File: src/rtl/mult_share_arbiter.sv
// Round-robin front end that shares one free-running pipelined multiplier between
// NUM_REQ requesters, tagging each issue so the product returns to its owner.
module mult_share_arbiter #(
  parameter  int NUM_REQ      = 4,
  parameter  int DATA_W       = 32,
  parameter  int MULT_LATENCY = 2,
  localparam int ID_W         = (NUM_REQ > 1) ? $clog2(NUM_REQ) : 1
) (
  input  logic                      clk,
  input  logic                      rst_n,
  input  logic                      arb_en,
  input  logic [NUM_REQ-1:0]        req_valid,
  output logic [NUM_REQ-1:0]        req_ready,
  input  logic [NUM_REQ*DATA_W-1:0] req_a,
  input  logic [NUM_REQ*DATA_W-1:0] req_b,
  output logic [DATA_W-1:0]         mul_a,
  output logic [DATA_W-1:0]         mul_b,
  input  logic [2*DATA_W-1:0]       mul_product,
  output logic [NUM_REQ-1:0]        rsp_valid,
  output logic [ID_W-1:0]           rsp_id,
  output logic [2*DATA_W-1:0]       rsp_product,
  output logic                      busy
);

  logic [ID_W-1:0]     r_rr_ptr;
  logic [DATA_W-1:0]   r_mul_a;
  logic [DATA_W-1:0]   r_mul_b;
  logic [MULT_LATENCY:0] r_tag_vld;
  logic [ID_W-1:0]     r_tag_id [MULT_LATENCY+1];
  logic [NUM_REQ-1:0]  r_rsp_valid;
  logic [ID_W-1:0]     r_rsp_id;
  logic [2*DATA_W-1:0] r_rsp_product;

  logic                w_en;
  logic                w_hit;
  logic                w_found;
  logic [NUM_REQ-1:0]  w_grant;
  logic [ID_W-1:0]     w_gnt_id;
  logic [DATA_W-1:0]   w_sel_a;
  logic [DATA_W-1:0]   w_sel_b;
  logic [NUM_REQ-1:0]  w_rsp_onehot;

  assign w_en = arb_en & rst_n;

  // Round-robin scan: first pass covers indices at/above rr_ptr, second pass wraps below it.
  always_comb begin
    w_grant  = '0;
    w_gnt_id = '0;
    w_found  = 1'b0;
    w_hit    = 1'b0;
    for (int i = 0; i < NUM_REQ; i++) begin
      w_hit      = w_en & ~w_found & req_valid[i] & (ID_W'(i) >= r_rr_ptr);
      w_grant[i] = w_grant[i] | w_hit;
      w_gnt_id   = w_hit ? ID_W'(i) : w_gnt_id;
      w_found    = w_found | w_hit;
    end
    for (int i = 0; i < NUM_REQ; i++) begin
      w_hit      = w_en & ~w_found & req_valid[i] & (ID_W'(i) < r_rr_ptr);
      w_grant[i] = w_grant[i] | w_hit;
      w_gnt_id   = w_hit ? ID_W'(i) : w_gnt_id;
      w_found    = w_found | w_hit;
    end
  end

  // One-hot AND-OR operand mux for the granted requester.
  always_comb begin
    w_sel_a = '0;
    w_sel_b = '0;
    for (int i = 0; i < NUM_REQ; i++) begin
      w_sel_a = w_sel_a | (req_a[i*DATA_W +: DATA_W] & {DATA_W{w_grant[i]}});
      w_sel_b = w_sel_b | (req_b[i*DATA_W +: DATA_W] & {DATA_W{w_grant[i]}});
    end
  end

  assign w_rsp_onehot = {{(NUM_REQ-1){1'b0}}, 1'b1} << r_tag_id[MULT_LATENCY];

  // Pointer, issue registers and tag pipe; the tag pipe mirrors the multiplier depth plus the issue register.
  always_ff @(posedge clk) begin
    if (!rst_n) begin
      r_rr_ptr  <= '0;
      r_mul_a   <= '0;
      r_mul_b   <= '0;
      r_tag_vld <= '0;
      for (int k = 0; k <= MULT_LATENCY; k++) begin
        r_tag_id[k] <= '0;
      end
    end else begin
      if (w_found) begin
        r_rr_ptr <= (w_gnt_id == ID_W'(NUM_REQ-1)) ? '0 : w_gnt_id + ID_W'(1);
        r_mul_a  <= w_sel_a;
        r_mul_b  <= w_sel_b;
      end else begin
        r_rr_ptr <= r_rr_ptr;
        r_mul_a  <= r_mul_a;
        r_mul_b  <= r_mul_b;
      end
      r_tag_vld[0] <= w_found;
      r_tag_id[0]  <= w_gnt_id;
      for (int k = 1; k <= MULT_LATENCY; k++) begin
        r_tag_vld[k] <= r_tag_vld[k-1];
        r_tag_id[k]  <= r_tag_id[k-1];
      end
    end
  end

  // Response capture when the last tag stage lines up with the multiplier output.
  always_ff @(posedge clk) begin
    if (!rst_n) begin
      r_rsp_valid   <= '0;
      r_rsp_id      <= '0;
      r_rsp_product <= '0;
    end else if (r_tag_vld[MULT_LATENCY]) begin
      r_rsp_valid   <= w_rsp_onehot;
      r_rsp_id      <= r_tag_id[MULT_LATENCY];
      r_rsp_product <= mul_product;
    end else begin
      r_rsp_valid   <= '0;
      r_rsp_id      <= r_rsp_id;
      r_rsp_product <= r_rsp_product;
    end
  end

  assign req_ready   = w_grant;
  assign mul_a       = r_mul_a;
  assign mul_b       = r_mul_b;
  assign rsp_valid   = r_rsp_valid;
  assign rsp_id      = r_rsp_id;
  assign rsp_product = r_rsp_product;
  assign busy        = |r_tag_vld;

endmodule

File: config.mk
export PLATFORM = sky130hd
export DESIGN_NAME = mult_share_arbiter
export DESIGN_NICKNAME = d
export VERILOG_FILES = /design/src/rtl/mult_share_arbiter.sv
export SDC_FILE = /design/constraint.sdc
export NUM_CORES = 1
export LEC_CHECK = 0
export BUFFER_PORTS_ARGS = -buffer_cell sky130_fd_sc_hd__buf_4
export CAP_MARGIN = 0
export CORE_AREA = 2 2 184 186
export CTS_CLUSTER_DIAMETER = 120
export DETAILED_ROUTE_END_ITERATION = 10
export DIE_AREA = 0 0 186 188
export SLEW_MARGIN = 25
export SYNTH_ARGS = -nofsm -noshare
export SYNTH_HDL_FRONTEND = slang
export SYNTH_SLANG_ARGS = --single-unit
File: constraint.sdc
create_clock -name clk -period 3.2 [get_ports clk]
set_input_delay 0 -clock clk [delete_from_list [all_inputs] [get_ports clk]]
set_output_delay 0 -clock clk [all_outputs]
set_load 0.02 [all_outputs]
==> impl_metrics.py, run 1 <==
metrics = {
    "yosys": {
        "synth_flop_cell": "dfxtp_1",
        "yosys-top-cells-area": "dfxtp_1, a21oi_1, mux2i_1, a221o_1, a22o_1",
        "synth_fa_ha_area_share_pct": 0,
        "ys_warn_count": 0,
        "synthesis.area_um2": 7507,
        "synth_xor_area_share_pct": 0,
        "yosysTopAreaCellShare_pct": 38.67,
        "synth_top_family_by_area": "compound AO/OA/AOI/OAI gates",
        "yosysSeqAreaShare_pct": 38.67,
        "synth_seq_cells": 145,
        "ys_types": 40,
        "synthMuxAreaShare_pct": 8.667,
        "synth-compound-area-share_pct": 36.97,
        "netlist_top_cells_count": "dfxtp_1, a21oi_1, mux2i_1, nor2b_1, a22oi_1",
        "synth_simple_gate_area_share_pct": 9.133,
        "synth_area_leader_cell": "dfxtp_1",
        "yosysMostFrequentCell": "dfxtp_1",
        "synth_nets": 1133,
        "synth-edff-count": 0,
        "avgSynthCellArea_um2": 9.314,
        "netlist_instances": 806,
        "synth-async-reset-ratio_pct": 0,
    },
    "outcome": {
        "stop_stage": "clock tree synthesis (4_1_cts)",
        "tool.error": "[ERROR RSZ-0060] Max buffer count reached.",
        "status": "stopped before the end",
    },
    "placement": {
        "place_congestion": 0.8483,
        "pre_cts_slack_ps": 945.9,
        "dp_hpwl_um": 24130,
        "io_buffers": 465,
    },
    "clocking": {
        "post_cts_resize_count": 0,
        "cts_buffer_depth": 2,
        "cts_max_level": 4,
        "numCtsBuffers": 17,
        "cts_setup_buffers": 0,
        "cts.sinks": 145,
        "cts-root-buf": "clkbuf_16",
        "holdBufCountCts": 339,
    },
    "die": {
        "die_h_um": 188,
        "rows": 67,
        "start_util_pct": 22.67,
        "die_w_um": 186,
        "pin_count": 466,
    },
}
## through the flow
stage          instances  utilization, %  cell area (µm²)  hold WS (ps)
2_1_floorplan        806               -             7507         148.4
3_3_place_gp        1656           34.26            11350         236.7
3_5_place_dp        1656           34.26            11350         242.5
## logic make-up after synthesis
family,after synthesis
AND/OR/NAND/NOR,107
multiplexers,65
flip-flops,145
buffers and inverters,90
AO/OA/AOI/OAI,399
==> run 2: changes to the inputs <==
CORE_AREA = 2 2 182 184   (was 2 2 184 186)
CTS_CLUSTER_DIAMETER = default   (was 120)
DIE_AREA = 0 0 184 186   (was 0 0 186 188)
PLACE_DENSITY_LB_ADDON = 0.15   (was default)
==> impl_metrics.py, run 2 <==
metrics = {
    "outcome": {
        "status": "completed",
    },
    "sta": {
        "rsz0062_at_grt": "no",
        "worst_slack_ps": 237.5,
        "hold_viol": 0,
        "finalCritPeriodShare_pct": 92.58,
        "period_needed_ps": 2962,
        "fin_worst_skew_ps": 18.37,
        "tns_ps": 0,
        "report.final.slew_viol_count": 0,
        "tightest_slew_ps": 914.2,
        "relSlewSlack_pct": 39.05,
        "setup_viol": 0,
        "clock.fmax_ghz": 0.3376,
    },
    "worst_setup_path": {
        "start_kind": "flip-flop",
        "slowest_delay_ps": 660,
        "crit_chain": "nand2_1 > and2_2 > buf_4 > a22o_1 > a22oi_1 > dlygate4sd3_1 > o21ai_1 > dlygate4sd3_1",
        "cp_data_arrival_time_ps": 3330,
        "cp_slowest_cell": "buf_4",
        "worstSetupPathType": "flip-flop to flip-flop",
        "critPathBufInv": 3,
        "crit_required_ps": 3570,
        "cp_top_family": "buffers and inverters",
        "path_max_fanout": 59,
        "r2r_setup_slack_ps": 240,
        "cpMostUsedCell": "dlygate4sd3_1",
        "end_kind": "flip-flop",
    },
    "yosys": {
        "ys_types": 40,
        "avgSynthCellArea_um2": 9.314,
        "yosys-top-cells-area": "dfxtp_1, a21oi_1, mux2i_1, a221o_1, a22o_1",
        "ys_warn_count": 0,
        "netlist_instances": 806,
        "synth_seq_cells": 145,
        "synth_nets": 1133,
        "netlist_top_cells_count": "dfxtp_1, a21oi_1, mux2i_1, nor2b_1, a22oi_1",
        "yosysMostFrequentCell": "dfxtp_1",
        "synth-async-reset-ratio_pct": 0,
        "yosysSeqAreaShare_pct": 38.67,
        "synthesis.area_um2": 7507,
        "synth-edff-count": 0,
        "yosysTopAreaCellShare_pct": 38.67,
        "synth_area_leader_cell": "dfxtp_1",
        "synth_flop_cell": "dfxtp_1",
    },
    "drt": {
        "routedWlPerCell_um": 19.18,
        "viasPerCell": 4.893,
        "drt_wl_total_um": 37560,
        "ant_nets": 0,
        "drc": 0,
        "drtPass1Iterations": 5,
        "num_vias": 9580,
        "first_iter_violations": 459,
    },
    "grt": {
        "grtUsageTotal_pct": 20.88,
        "grt_pass1_vias": 9983,
        "grt_pass1_wl_um": 54940,
        "grt_overflow": 0,
        "grt_max_degree": 66,
        "grt_antenna_before_repair": 4,
    },
    "layout": {
        "largest_reg_flops": 64,
        "layout_commonest_cell": "buf_4",
        "layout.nets": 1860,
        "fin_area_um2": 14930,
        "fill_cells": 3095,
        "instances_no_fill": 1958,
        "synthToLayoutAreaGrowth_pct": 98.82,
        "final_cell_mix": "buf_4, dlygate4sd3_1, dfxtp_1",
        "layout-drive-gt1-share_pct": 34.86,
    },
    "die": {
        "dieArea_um2": 34220,
        "pin_count": 466,
        "start_util_pct": 23.31,
        "core_um2": 32210,
        "die_h_um": 186,
        "die_w_um": 184,
        "rows": 66,
    },
    "clocking": {
        "clk_latency_ps": 440,
        "cts-root-buf": "clkbuf_16",
        "cts_buffer_depth": 2,
        "clk_pin_slew_worst_paths_ps": 70,
        "cts_tree": "done",
        "cts_max_level": 4,
        "cts.sinks": 145,
        "numCtsBuffers": 17,
    },
    "placement": {
        "place_area_um2": 11210,
        "io_buffers": 465,
        "place_congestion": 0.7620,
        "dp_hpwl_um": 23990,
        "dp.cells": 1608,
        "pre_cts_slack_ps": 999.9,
    },
    "min_path": {
        "worstHoldPathType": "input port to flip-flop",
    },
    "pwr": {
        "powerDensity_nw_per_um2": 370.4,
        "ir_drop_mv": 0.3298,
        "p_leak_nw": 6.319,
        "total_power_mw": 5.528,
    },
    "flow_run": {
        "drv_cap": 0,
    },
}
-- run 2: cell counts after synthesis --
Identical to the previous run, type by type.
-- run 2: repair_timing --
item / in CTS / in global routing
hold buffers: 314 / 0
endpoints found under the hold margin: 130 / 0
endpoints found under the setup margin: 0 / 8
buffers inserted: 0 / 0
resized for setup: 0 / 2
-- run 2: cells by family after synthesis --
kind of cell | synth area share, %
buf+inv | 6.566
flops | 38.67
mux | 8.667
compound gates | 36.97
simple gates | 9.134
-- run 2: routing by layer --
layer | vias to the layer above | routed length [µm] | track usage (%) | share of wire, %
met2 | 460 | 18770 | 37.36 | 50
li1 | 4554 | - | - | -
met3 | 52 | 3220 | 6.065 | 8.6
met4 | 0 | 750 | 6.912 | 2.0
met5 | - | 0 | 0 | 0
met1 | 4514 | 14820 | 23.78 | 39
-- run 2: worst paths after layout --
kind | start | endpoint | depth (start not counted)
max reg2reg | r_rr_ptr[0] | mul_a[4] | 8
max | r_rr_ptr[0] | mul_a[4] | 8
min reg2reg | r_tag_id[0][2] | r_tag_id[0][4] | 1
min | rst_n | rsp_valid[3] | 3
-- run 2: power by group --
group	switching [mW]	internal [mW]
Combinational	0.664	0.867
Sequential	0.0833	1.94
Clock	0.939	1.04
Total	1.69	3.84
-- run 2: cell type report --
cell class,instances,area [µm²],area share (%)
repair buffers,795,6795,45.53
multi-input cells,571,4134,27.70
flip-flops and latches,145,2908,19.48
well taps,408,510.5,3.420
clock buffers,18,439.2,2.942
clock inverters,14,117.6,0.7880
inverters,3,11.26,0.07545
diodes,4,10.01,0.06706
-- run 2: per-stage QoR --
step                      utilization [%]  hold slack, ps
final                               46.34           29.27
after global routing                46.34           33.23
after CTS                           46.30           10.54
after detailed placement            34.81           239.5
after global placement              34.81           236.2
after floorplan                         -           148.4
-- run 2: worst reg2reg max path: stages (launching register included) --
cell and delay (ps):
dfxtp_1 380, nand2_1 110, and2_2 190, buf_4 670
a22o_1 260, a22oi_1 70, dlygate4sd3_1 610, o21ai_1 70
dlygate4sd3_1 550
Note: power is estimated with default switching activity, not from simulation.
